## src/rtl/mips_multicycle_ctrl_if.sv

```systemverilog
// Control bundle between the multicycle MIPS controller (master) and the datapath/memory side (slave).
interface mips_multicycle_ctrl_if;
    logic [5:0]  op;
    logic [5:0]  funct;
    logic        zero;
    logic        mem_ready;
    logic        mem_req;
    logic        i_or_d;
    logic        mem_write;
    logic        ir_write;
    logic        pc_en;
    logic [1:0]  pc_src;
    logic        alu_src_a;
    logic [1:0]  alu_src_b;
    logic [2:0]  alu_control;
    logic        reg_write;
    logic [1:0]  reg_dst;
    logic [1:0]  wd_src;
    logic        halted;
    logic [31:0] retired;

    modport master (
        input  op, funct, zero, mem_ready,
        output mem_req, i_or_d, mem_write, ir_write, pc_en, pc_src,
               alu_src_a, alu_src_b, alu_control, reg_write, reg_dst,
               wd_src, halted, retired
    );

    modport slave (
        output op, funct, zero, mem_ready,
        input  mem_req, i_or_d, mem_write, ir_write, pc_en, pc_src,
               alu_src_a, alu_src_b, alu_control, reg_write, reg_dst,
               wd_src, halted, retired
    );
endinterface

```

## src/rtl/mips_multicycle_ctrl.sv

```systemverilog
// Multicycle MIPS control FSM: shares one ALU and one memory port across 3-5 states per
// instruction, waits on a req/ready memory handshake and counts retired instructions.
module mips_multicycle_ctrl (
    input  logic                          clk,
    input  logic                          reset,
    mips_multicycle_ctrl_if.master        bus
);

    typedef enum logic [3:0] {
        FETCH  = 4'd0,
        DECODE = 4'd1,
        MEMADR = 4'd2,
        MEMRD  = 4'd3,
        MEMWB  = 4'd4,
        MEMWR  = 4'd5,
        EXEC   = 4'd6,
        ALUWB  = 4'd7,
        BRANCH = 4'd8,
        IMMEX  = 4'd9,
        IMMWB  = 4'd10,
        JUMP   = 4'd11,
        HALT   = 4'd12
    } state_t;

    localparam logic [5:0] OP_RTYPE = 6'b000000;
    localparam logic [5:0] OP_LW    = 6'b100011;
    localparam logic [5:0] OP_SW    = 6'b101011;
    localparam logic [5:0] OP_BEQ   = 6'b000100;
    localparam logic [5:0] OP_BNE   = 6'b000101;
    localparam logic [5:0] OP_ADDI  = 6'b001000;
    localparam logic [5:0] OP_ANDI  = 6'b001100;
    localparam logic [5:0] OP_J     = 6'b000010;
    localparam logic [5:0] OP_JAL   = 6'b000011;

    localparam logic [5:0] FN_ADD = 6'b100000;
    localparam logic [5:0] FN_SUB = 6'b100010;
    localparam logic [5:0] FN_AND = 6'b100100;
    localparam logic [5:0] FN_OR  = 6'b100101;
    localparam logic [5:0] FN_SLT = 6'b101010;

    localparam logic [2:0] ALU_ADD = 3'b010;
    localparam logic [2:0] ALU_SUB = 3'b110;
    localparam logic [2:0] ALU_AND = 3'b000;
    localparam logic [2:0] ALU_OR  = 3'b001;
    localparam logic [2:0] ALU_SLT = 3'b111;

    state_t      state;
    state_t      state_next;
    state_t      dec_state;
    logic [31:0] retired_q;
    logic        retire;
    logic        funct_legal;
    logic [2:0]  funct_alu;

    // NOTE: every variable written in an always_comb gets a default first, so no path can infer a latch.
    always_comb begin
        funct_legal = 1'b1;
        funct_alu   = ALU_ADD;
        case (bus.funct)
            FN_ADD:  funct_alu = ALU_ADD;
            FN_SUB:  funct_alu = ALU_SUB;
            FN_AND:  funct_alu = ALU_AND;
            FN_OR:   funct_alu = ALU_OR;
            FN_SLT:  funct_alu = ALU_SLT;
            default: funct_legal = 1'b0;
        endcase
    end

    always_comb begin
        state_next = state;
        case (state)
            FETCH:  if (bus.mem_ready) state_next = DECODE;
            DECODE: begin
                case (bus.op)
                    OP_LW, OP_SW:     state_next = MEMADR;
                    OP_RTYPE:         state_next = funct_legal ? EXEC : HALT;
                    OP_BEQ, OP_BNE:   state_next = BRANCH;
                    OP_ADDI, OP_ANDI: state_next = IMMEX;
                    OP_J, OP_JAL:     state_next = JUMP;
                    default:          state_next = HALT;
                endcase
            end
            MEMADR: state_next = (bus.op == OP_SW) ? MEMWR : MEMRD;
            MEMRD:  if (bus.mem_ready) state_next = MEMWB;
            MEMWB:  state_next = FETCH;
            MEMWR:  if (bus.mem_ready) state_next = FETCH;
            EXEC:   state_next = ALUWB;
            ALUWB:  state_next = FETCH;
            BRANCH: state_next = FETCH;
            IMMEX:  state_next = IMMWB;
            IMMWB:  state_next = FETCH;
            JUMP:   state_next = FETCH;
            HALT:   state_next = HALT;
            default: state_next = FETCH;
        endcase
    end

    // An instruction retires when it hands control back to FETCH; a FETCH wait is not a hand-back.
    assign retire = (state_next == FETCH) && (state != FETCH) && (state != HALT);

    // NOTE: sequential state uses non-blocking assignments so every flop samples pre-edge values.
    always_ff @(posedge clk) begin
        if (reset) begin
            state     <= FETCH;
            retired_q <= '0;
        end else begin
            state     <= state_next;
            retired_q <= retired_q + 32'(retire);
        end
    end

    // While reset is high the outputs look like FETCH, with every strobe held low.
    assign dec_state = reset ? FETCH : state;

    always_comb begin
        bus.mem_req     = 1'b0;
        bus.i_or_d      = 1'b0;
        bus.mem_write   = 1'b0;
        bus.ir_write    = 1'b0;
        bus.pc_en       = 1'b0;
        bus.pc_src      = 2'b00;
        bus.alu_src_a   = 1'b0;
        bus.alu_src_b   = 2'b00;
        bus.alu_control = 3'b000;
        bus.reg_write   = 1'b0;
        bus.reg_dst     = 2'b00;
        bus.wd_src      = 2'b00;
        bus.halted      = 1'b0;
        case (dec_state)
            FETCH: begin
                bus.mem_req     = 1'b1;
                bus.alu_src_b   = 2'b01;
                bus.alu_control = ALU_ADD;
                bus.ir_write    = bus.mem_ready;
                bus.pc_en       = bus.mem_ready;
            end
            DECODE: begin
                bus.alu_src_b   = 2'b11;
                bus.alu_control = ALU_ADD;
            end
            MEMADR: begin
                bus.alu_src_a   = 1'b1;
                bus.alu_src_b   = 2'b10;
                bus.alu_control = ALU_ADD;
            end
            MEMRD: begin
                bus.mem_req = 1'b1;
                bus.i_or_d  = 1'b1;
            end
            MEMWB: begin
                bus.reg_write = 1'b1;
                bus.wd_src    = 2'b01;
            end
            MEMWR: begin
                bus.mem_req   = 1'b1;
                bus.i_or_d    = 1'b1;
                bus.mem_write = bus.mem_ready;
            end
            EXEC: begin
                bus.alu_src_a   = 1'b1;
                bus.alu_control = funct_alu;
            end
            ALUWB: begin
                bus.reg_write = 1'b1;
                bus.reg_dst   = 2'b01;
            end
            BRANCH: begin
                bus.alu_src_a   = 1'b1;
                bus.alu_control = ALU_SUB;
                bus.pc_src      = 2'b01;
                bus.pc_en       = (bus.op == OP_BNE) ? ~bus.zero : bus.zero;
            end
            IMMEX: begin
                bus.alu_src_a   = 1'b1;
                bus.alu_src_b   = 2'b10;
                bus.alu_control = (bus.op == OP_ANDI) ? ALU_AND : ALU_ADD;
            end
            IMMWB: begin
                bus.reg_write = 1'b1;
            end
            JUMP: begin
                bus.pc_src = 2'b10;
                bus.pc_en  = 1'b1;
                // PC already holds PC+4 here, so it is the correct link value for jal.
                if (bus.op == OP_JAL) begin
                    bus.reg_write = 1'b1;
                    bus.reg_dst   = 2'b10;
                    bus.wd_src    = 2'b10;
                end
            end
            HALT:    bus.halted = 1'b1;
            default: ;
        endcase
        if (reset) begin
            bus.pc_en     = 1'b0;
            bus.ir_write  = 1'b0;
            bus.mem_write = 1'b0;
            bus.reg_write = 1'b0;
        end
    end

    assign bus.retired = retired_q;

endmodule
```

## src/flat_wrapper.sv

```systemverilog
// flat-port wrapper written by rule: the top's interface ports become plain ports
module mips_multicycle_ctrl_flat 
  (clk, reset, bus_op, bus_funct, bus_zero, bus_mem_ready, bus_mem_req, bus_i_or_d, bus_mem_write, bus_ir_write, bus_pc_en, bus_pc_src, bus_alu_src_a, bus_alu_src_b, bus_alu_control, bus_reg_write, bus_reg_dst, bus_wd_src, bus_halted, bus_retired);
  mips_multicycle_ctrl_if bus_i ();
  input  logic clk;
  input  logic reset;
  input wire logic [$bits(bus_i.op)-1:0] bus_op;
  input wire logic [$bits(bus_i.funct)-1:0] bus_funct;
  input wire logic [$bits(bus_i.zero)-1:0] bus_zero;
  input wire logic [$bits(bus_i.mem_ready)-1:0] bus_mem_ready;
  output wire logic [$bits(bus_i.mem_req)-1:0] bus_mem_req;
  output wire logic [$bits(bus_i.i_or_d)-1:0] bus_i_or_d;
  output wire logic [$bits(bus_i.mem_write)-1:0] bus_mem_write;
  output wire logic [$bits(bus_i.ir_write)-1:0] bus_ir_write;
  output wire logic [$bits(bus_i.pc_en)-1:0] bus_pc_en;
  output wire logic [$bits(bus_i.pc_src)-1:0] bus_pc_src;
  output wire logic [$bits(bus_i.alu_src_a)-1:0] bus_alu_src_a;
  output wire logic [$bits(bus_i.alu_src_b)-1:0] bus_alu_src_b;
  output wire logic [$bits(bus_i.alu_control)-1:0] bus_alu_control;
  output wire logic [$bits(bus_i.reg_write)-1:0] bus_reg_write;
  output wire logic [$bits(bus_i.reg_dst)-1:0] bus_reg_dst;
  output wire logic [$bits(bus_i.wd_src)-1:0] bus_wd_src;
  output wire logic [$bits(bus_i.halted)-1:0] bus_halted;
  output wire logic [$bits(bus_i.retired)-1:0] bus_retired;
  assign bus_i.op = bus_op;
  assign bus_i.funct = bus_funct;
  assign bus_i.zero = bus_zero;
  assign bus_i.mem_ready = bus_mem_ready;
  assign bus_mem_req = bus_i.mem_req;
  assign bus_i_or_d = bus_i.i_or_d;
  assign bus_mem_write = bus_i.mem_write;
  assign bus_ir_write = bus_i.ir_write;
  assign bus_pc_en = bus_i.pc_en;
  assign bus_pc_src = bus_i.pc_src;
  assign bus_alu_src_a = bus_i.alu_src_a;
  assign bus_alu_src_b = bus_i.alu_src_b;
  assign bus_alu_control = bus_i.alu_control;
  assign bus_reg_write = bus_i.reg_write;
  assign bus_reg_dst = bus_i.reg_dst;
  assign bus_wd_src = bus_i.wd_src;
  assign bus_halted = bus_i.halted;
  assign bus_retired = bus_i.retired;
  mips_multicycle_ctrl u_core (.clk(clk), .reset(reset), .bus(bus_i));
endmodule
```

## config.mk

```make
export PLATFORM = sky130hd
export DESIGN_NAME = mips_multicycle_ctrl_flat
export DESIGN_NICKNAME = d
export VERILOG_FILES = /design/src/rtl/mips_multicycle_ctrl_if.sv /design/src/rtl/mips_multicycle_ctrl.sv /design/src/flat_wrapper.sv
export SDC_FILE = /design/constraint.sdc
export NUM_CORES = 1
export LEC_CHECK = 0
export ABC_AREA = 1
export CORE_AREA = 4 4 89 91
export CTS_BUF_LIST = sky130_fd_sc_hd__clkbuf_8
export CTS_CLUSTER_SIZE = 16
export DETAILED_ROUTE_END_ITERATION = 16
export DIE_AREA = 0 0 93 95
export DONT_BUFFER_PORTS = 1
export PLACE_DENSITY = 0.56
export SYNTH_ARGS = -nofsm -noshare
export SYNTH_HDL_FRONTEND = slang
export SYNTH_SLANG_ARGS = --single-unit
```

## constraint.sdc

```tcl
create_clock -name clk -period 3.2 [get_ports clk]
set_input_delay 0.32 -clock clk [delete_from_list [all_inputs] [get_ports clk]]
set_output_delay 0.32 -clock clk [all_outputs]
set_load 0.005 [all_outputs]
```

# Yosys cells after proc, flatten, opt, wreduce, memory -nomap -nowiden

Cells that the tools add are included.

Register bits after elaboration: 36
Input port bits: 16
Output and inout port bits: 51
Logic and storage cells: 86

Add/sub/neg operators: 1
Equality and inequality tests: 33
Multiplexer cells: 31
Bitwise operators: 1
Reductions and logical operators: 18

Operator list:

| kind               | count |
|---|---|
| $eq 6x6->1 const B | 7 |
| $add 32x1->32      | 1 |
| $pmux 4 s8         | 1 |
| $eq 4x4->1 const B | 7 |
| $eq 4x3->1 const B | 6 |
| $pmux 3 s4         | 2 |
| $mux 4             | 5 |
| $pmux 4 s5         | 1 |
| $eq 4x2->1 const B | 4 |
| $mux 1             | 13 |
| $eq 6x2->1 const B | 2 |
| $eq 6x3->1 const B | 2 |
| $eq 6x4->1 const B | 2 |
| $logic_not 4->1    | 3 |
| $pmux 2 s2         | 3 |
| $reduce_or 2->1    | 6 |
| $reduce_or 3->1    | 3 |
| $eq 4x1->1 const B | 2 |
| $logic_not 6->1    | 1 |
| $pmux 2 s3         | 1 |
| $reduce_or 5->1    | 1 |
| $mux 2             | 2 |
| $ne 4x4->1 const B | 1 |
| $reduce_bool 4->1  | 1 |
| other kinds (6)    | 7 |

# Depth between registers and ports, before layout

Word-level depth: 10
Mapped depth: 21
Depth with buffers taken out: 21

# Worst setup path before layout

No wires, ideal clock.

Kind: input to register
Start point: input bus_funct[5]
End point: register u_core.retired_q[26] (netlist: u_core.bus.retired[26])
Setup time: 0.115 ns
Arrival: 2.310 ns
Required time: 3.085 ns
Path slack: 0.774 ns
Cell stages on the path: 20
Path through: inv_1 -> nor2_1 -> nand3_1 -> nand3_1 -> nand2_1 -> nand2_1 -> nand2_1 -> nor2_1 -> nand2_1 -> nor2_1 -> ha_1 -> ha_1 -> nand2_1 -> nor2_4 -> nand2_2 -> nor2_4 -> nand3_2 -> nor2_1 -> nand2_1 -> and3_1

Cells in the longest elaborated chain, start to end: 10
Elaborated cells between the ends (all ways): 14
Classes of those cells: add/sub: 1; eq/ne: 5; mux: 4; reduce/logical: 4

RTL lines:

| what                                 | line                        | source |
|---|---|---|
| from (decl)                          | flat_wrapper.sv:8           | `input wire logic [$bits(bus_i.funct)-1:0] bus_funct;` |
| $eq 6x6->1                           | mips_multicycle_ctrl.sv:59  | `case (bus.funct)` |
| $reduce_or 5->1 (no source line) (*) | -                           |  |
| $mux 1 (*)                           | mips_multicycle_ctrl.sv:59  |  |
| $mux 4 (*)                           | mips_multicycle_ctrl.sv:76  | `OP_RTYPE: state_next = funct_legal ? EXEC : HALT;` |
| $pmux 4 s5 (*)                       | mips_multicycle_ctrl.sv:74  | `case (bus.op)` |
| $pmux 4 s8 (*)                       | mips_multicycle_ctrl.sv:71  | `case (state)` |
| $logic_not 4->1 (*)                  | mips_multicycle_ctrl.sv:99  | `assign retire = (state_next == FETCH) && (state != FETCH) && (state != HALT);` |
| $logic_and 1x1->1 (*) (2 in series)  | mips_multicycle_ctrl.sv:99  |  |
| $add 32x1->32 (*)                    | mips_multicycle_ctrl.sv:108 | `retired_q <= retired_q + 32'(retire);` |
| to (signal assigned)                 | mips_multicycle_ctrl.sv:108 |  |
| to (decl)                            | mips_multicycle_ctrl.sv:50  | `logic [31:0] retired_q;` |

Mark *: on every way between the ends. The rest lies on a longest branch, timed or not.
A chain may end at the register's enable or synchronous reset.

# Worst setup path after layout

Start point: register u_core.state[2]
End point: register u_core.retired_q[20] (netlist: u_core.bus.retired[20])

Cells in the longest elaborated chain, start to end: 6
Elaborated cells between the ends (all ways): 18
Classes of those cells: add/sub: 1; eq/ne: 8; mux: 4; reduce/logical: 5

RTL lines:

| what                               | line                        | source |
|---|---|---|
| from (decl)                        | mips_multicycle_ctrl.sv:47  | `state_t state;` |
| from (signal assigned)             | mips_multicycle_ctrl.sv:107 | `state <= state_next;` |
| $eq 4x4->1 (tied with other cells) | mips_multicycle_ctrl.sv:71  |  |
| $pmux 4 s8                         | mips_multicycle_ctrl.sv:71  |  |
| $logic_not 4->1                    | mips_multicycle_ctrl.sv:99  |  |
| $logic_and 1x1->1                  | mips_multicycle_ctrl.sv:99  |  |
| $logic_and 1x1->1 (*)              | mips_multicycle_ctrl.sv:99  |  |
| $add 32x1->32 (*)                  | mips_multicycle_ctrl.sv:108 |  |

Marked as above.

==> impl_results.md <==
- Status: completed
- Hold slack final: 0.103 ns
- EDFF count, synth: 0
- Hold-fix buffers, CTS: 0
- Die ar.: 8840 um^2
- DP HPWL: 5460 um
- Post-CTS Setup Inserts: 0
- Layout cells sized above 1: 8.82%
- Post-CTS sizing: 0
- Layout Skew: 0.00549 ns
- Worst skew pair latency: 0.29 ns
- Die Y: 95 um
- Placed cell count: 488
- Total CTS buffers: 5
- Required time of the critical path: 3.38 ns
- Setup-failing EPs final: 0
- Initial antenna violation count: 0
- Non-Filler Instances: 496
- Crit path capture type: register
- Num ports: 67
- Yosys warnings: 0
- Multi-input logic area: 1470 um^2
- Worst slew pin tran: 0.426 ns
- R2R depth: 16
- CTS max path bufs: 2
- Initial DRC Count: 131
- Pleak: 0.951 nW
- Final Max Slew Viols: 0
- Worst R2R Start: u_core.state[2]
- Hold violation count in the final report: 0
- CTS tree: built
- Final wirelength: 6840 um
- Buffers on Ports: 0
- Synth cell types: 37
- Drt pass-1 iters: 5
- Startpoint Class: register
- Cells after Synth: 395
- Register area share after synthesis: 29.6%
- Setup tns final: 0 ns
- Crit path max-delay cell type: dfxtp_1
- GRT Util Overall: 15.5%
- Total of max-cap violations: 0
- Flop-to-flop setup slack: 0.47 ns
- Initial Utilization: 34.1%
- Syn nets: 413
- Crit-path max cell delay: 0.43 ns
- CP Buf/Inv Count: 1
- Clock sinks: 36
- Fmax: 366 MHz
- Final min period: 2.73 ns
- Root Buffer: clkbuf_8
- RSZ-0062 raised after global routing: no
- DRC viols: 0
- CTS H-tree depth: 2
- Asr flop ratio synth: 0%
- R2r endpoint: u_core.bus.retired[20]
- # rows: 31
- Main flop type after synthesis: dfxtp_1
- Synthesized cell area: 2430 um^2
- Global route total overflow: 0
- CP max FO: 6
- Crit path top cell by count: nor2_1
- Critical Path Source: u_core.state[2]
- Seq. cell area: 721 um^2
- Peak supply drop: 0.102 mV
- Crit path to: u_core.bus.retired[20]
- First-pass GRT wire length: 11000 um
- CP Data Arrival Time: 2.90 ns
- Seq cells post-synth: 36
- Mean post-synth cell area: 6.16 um^2
- Number of global-route vias before repair: 2322
- Critical path depth in cells: 16
- Hold Crit Class: input pin to register
- Slew Limit Headroom: 71.6%
- Ant diodes: 0
- ANT nets after route: 0
- Final nets: 414
- WL/cell: 13.8 um
- Gpl congestion: 0.868
- Clk pin slew, worst setup/hold paths: 0.07 ns
- Final Util: 36.7%
- Vias: 2435
- CP Class: register to register
- Final period utilization: 85.3%
- Cell Chain, Critical Path: nor2_1, inv_1, nor2_1, a21boi_0, nor2_1, nand2_1, nor2_1, ha_1, ha_1, nand2_1, nor2_4, nand2_2, nor2_4, nand3_2, nor3_1, nor3b_2
- Largest net degree at the start of global routing: 39
- Die extent in x: 93 um
- Area grow syn2layout: 7.66%
- DR vias/cell: 4.91
- Fillers: 800
- Placeable Area: 7140 um^2
- Power Dens Cells: 336 nW/um^2
- Critical path's top delay family: simple AND/OR/NAND/NOR gates
flip-flops by register name (all words and copies together) (netlist names):
| register | flops |
|---|---|
| u_core.bus.retired | 32 |
| u_core.state | 4 |
report_power, final:
group	internal (mW)	leakage (nW)	switching (mW)
registers	0.455	0.290	0.00845
clock network	0.169	0.0538	0.164
logic	0.0264	0.607	0.0568
total	0.651	0.951	0.230
layout make-up:
| class | instances | share of cell area, % |
|---|---|---|
| flip-flops and latches | 36 | 27.5 |
| well taps | 99 | 4.73 |
| clock buffers | 6 | 3.15 |
| multi-input cells | 296 | 56.1 |
| inverters | 57 | 8.17 |
| clock inverters | 2 | 0.287 |
placed cells by master, fill, tap and decap left out, drive strengths merged, types with 2 or more instances in the layout:
cell,instances
nand3,30
ha,2
nor3b,3
nor3,19
dfxtp,36
nor2,72
o21a,2
a21oi,26
o21ai,16
clkbuf,6
a31oi,2
inv,59
nand4,9
xor2,3
nand3b,5
nand2,99
cells in the mapped netlist, types with 2 or more instances:
cell | instances | area [um^2]
a21oi_1 | 25 | 125
a31oi_1 | 2 | 12.5
buf_1 | 2 | 7.51
clkbuf_1 | 2 | 7.51
dfxtp_1 | 36 | 721
ha_1 | 2 | 25.0
inv_1 | 54 | 203
inv_2 | 3 | 11.3
nand2_1 | 93 | 349
nand2_2 | 6 | 37.5
nand3_1 | 28 | 140
nand3_2 | 2 | 20.0
nand3b_1 | 4 | 30.0
nand4_1 | 9 | 56.3
nor2_1 | 61 | 229
nor2_2 | 4 | 25.0
nor2_4 | 7 | 78.8
nor3_1 | 16 | 80.1
nor3_2 | 3 | 30.0
nor3b_2 | 2 | 25.0
o21a_1 | 2 | 15.0
o21ai_0 | 15 | 75.1
xor2_1 | 3 | 26.3
kinds of logic after synthesis:
group	share of synthesized area [%]
buffers and inverters	9.93
xor gates and xnor gates	1.44
adders and majority gates	1.03
AOI/OAI and AO/OA	10.9
and+or+nand+nor	47.1
DFF	29.6
stage by stage:
stage / power (mW) / area (um^2) / worst slack (ns)
floorplan: 0.545 / 2430 / 0.774
global placement: 0.558 / 2530 / 0.525
detailed placement: 0.558 / 2530 / 0.444
CTS: 0.893 / 2620 / 0.511
global route: 0.923 / 2620 / 0.252
finish: 0.881 / 2620 / 0.471
layer usage:
layer	GRT usage, %	part of all wire [%]	vias up
li1	-	-	1275
met1	18.0	44	1063
met2	27.8	48	89
met3	3.75	6.9	8
met4	5.37	1.3	0
met5	0	0	-
worst min-delay path by stage:
stage,startpoint,endpoint,slack [ns],depth (start not counted)
final,reset,u_core.state[2],0.10,1
after floorplan,u_core.bus.retired[31],u_core.bus.retired[31],0.47,2
after CTS,reset,u_core.state[3],0.08,1
after detailed placement,reset,u_core.bus.retired[31],0.39,1
after global placement,reset,u_core.bus.retired[31],0.40,1
after global routing,reset,u_core.bus.retired[11],0.08,1
Note: power is estimated with default switching activity, not from simulation.
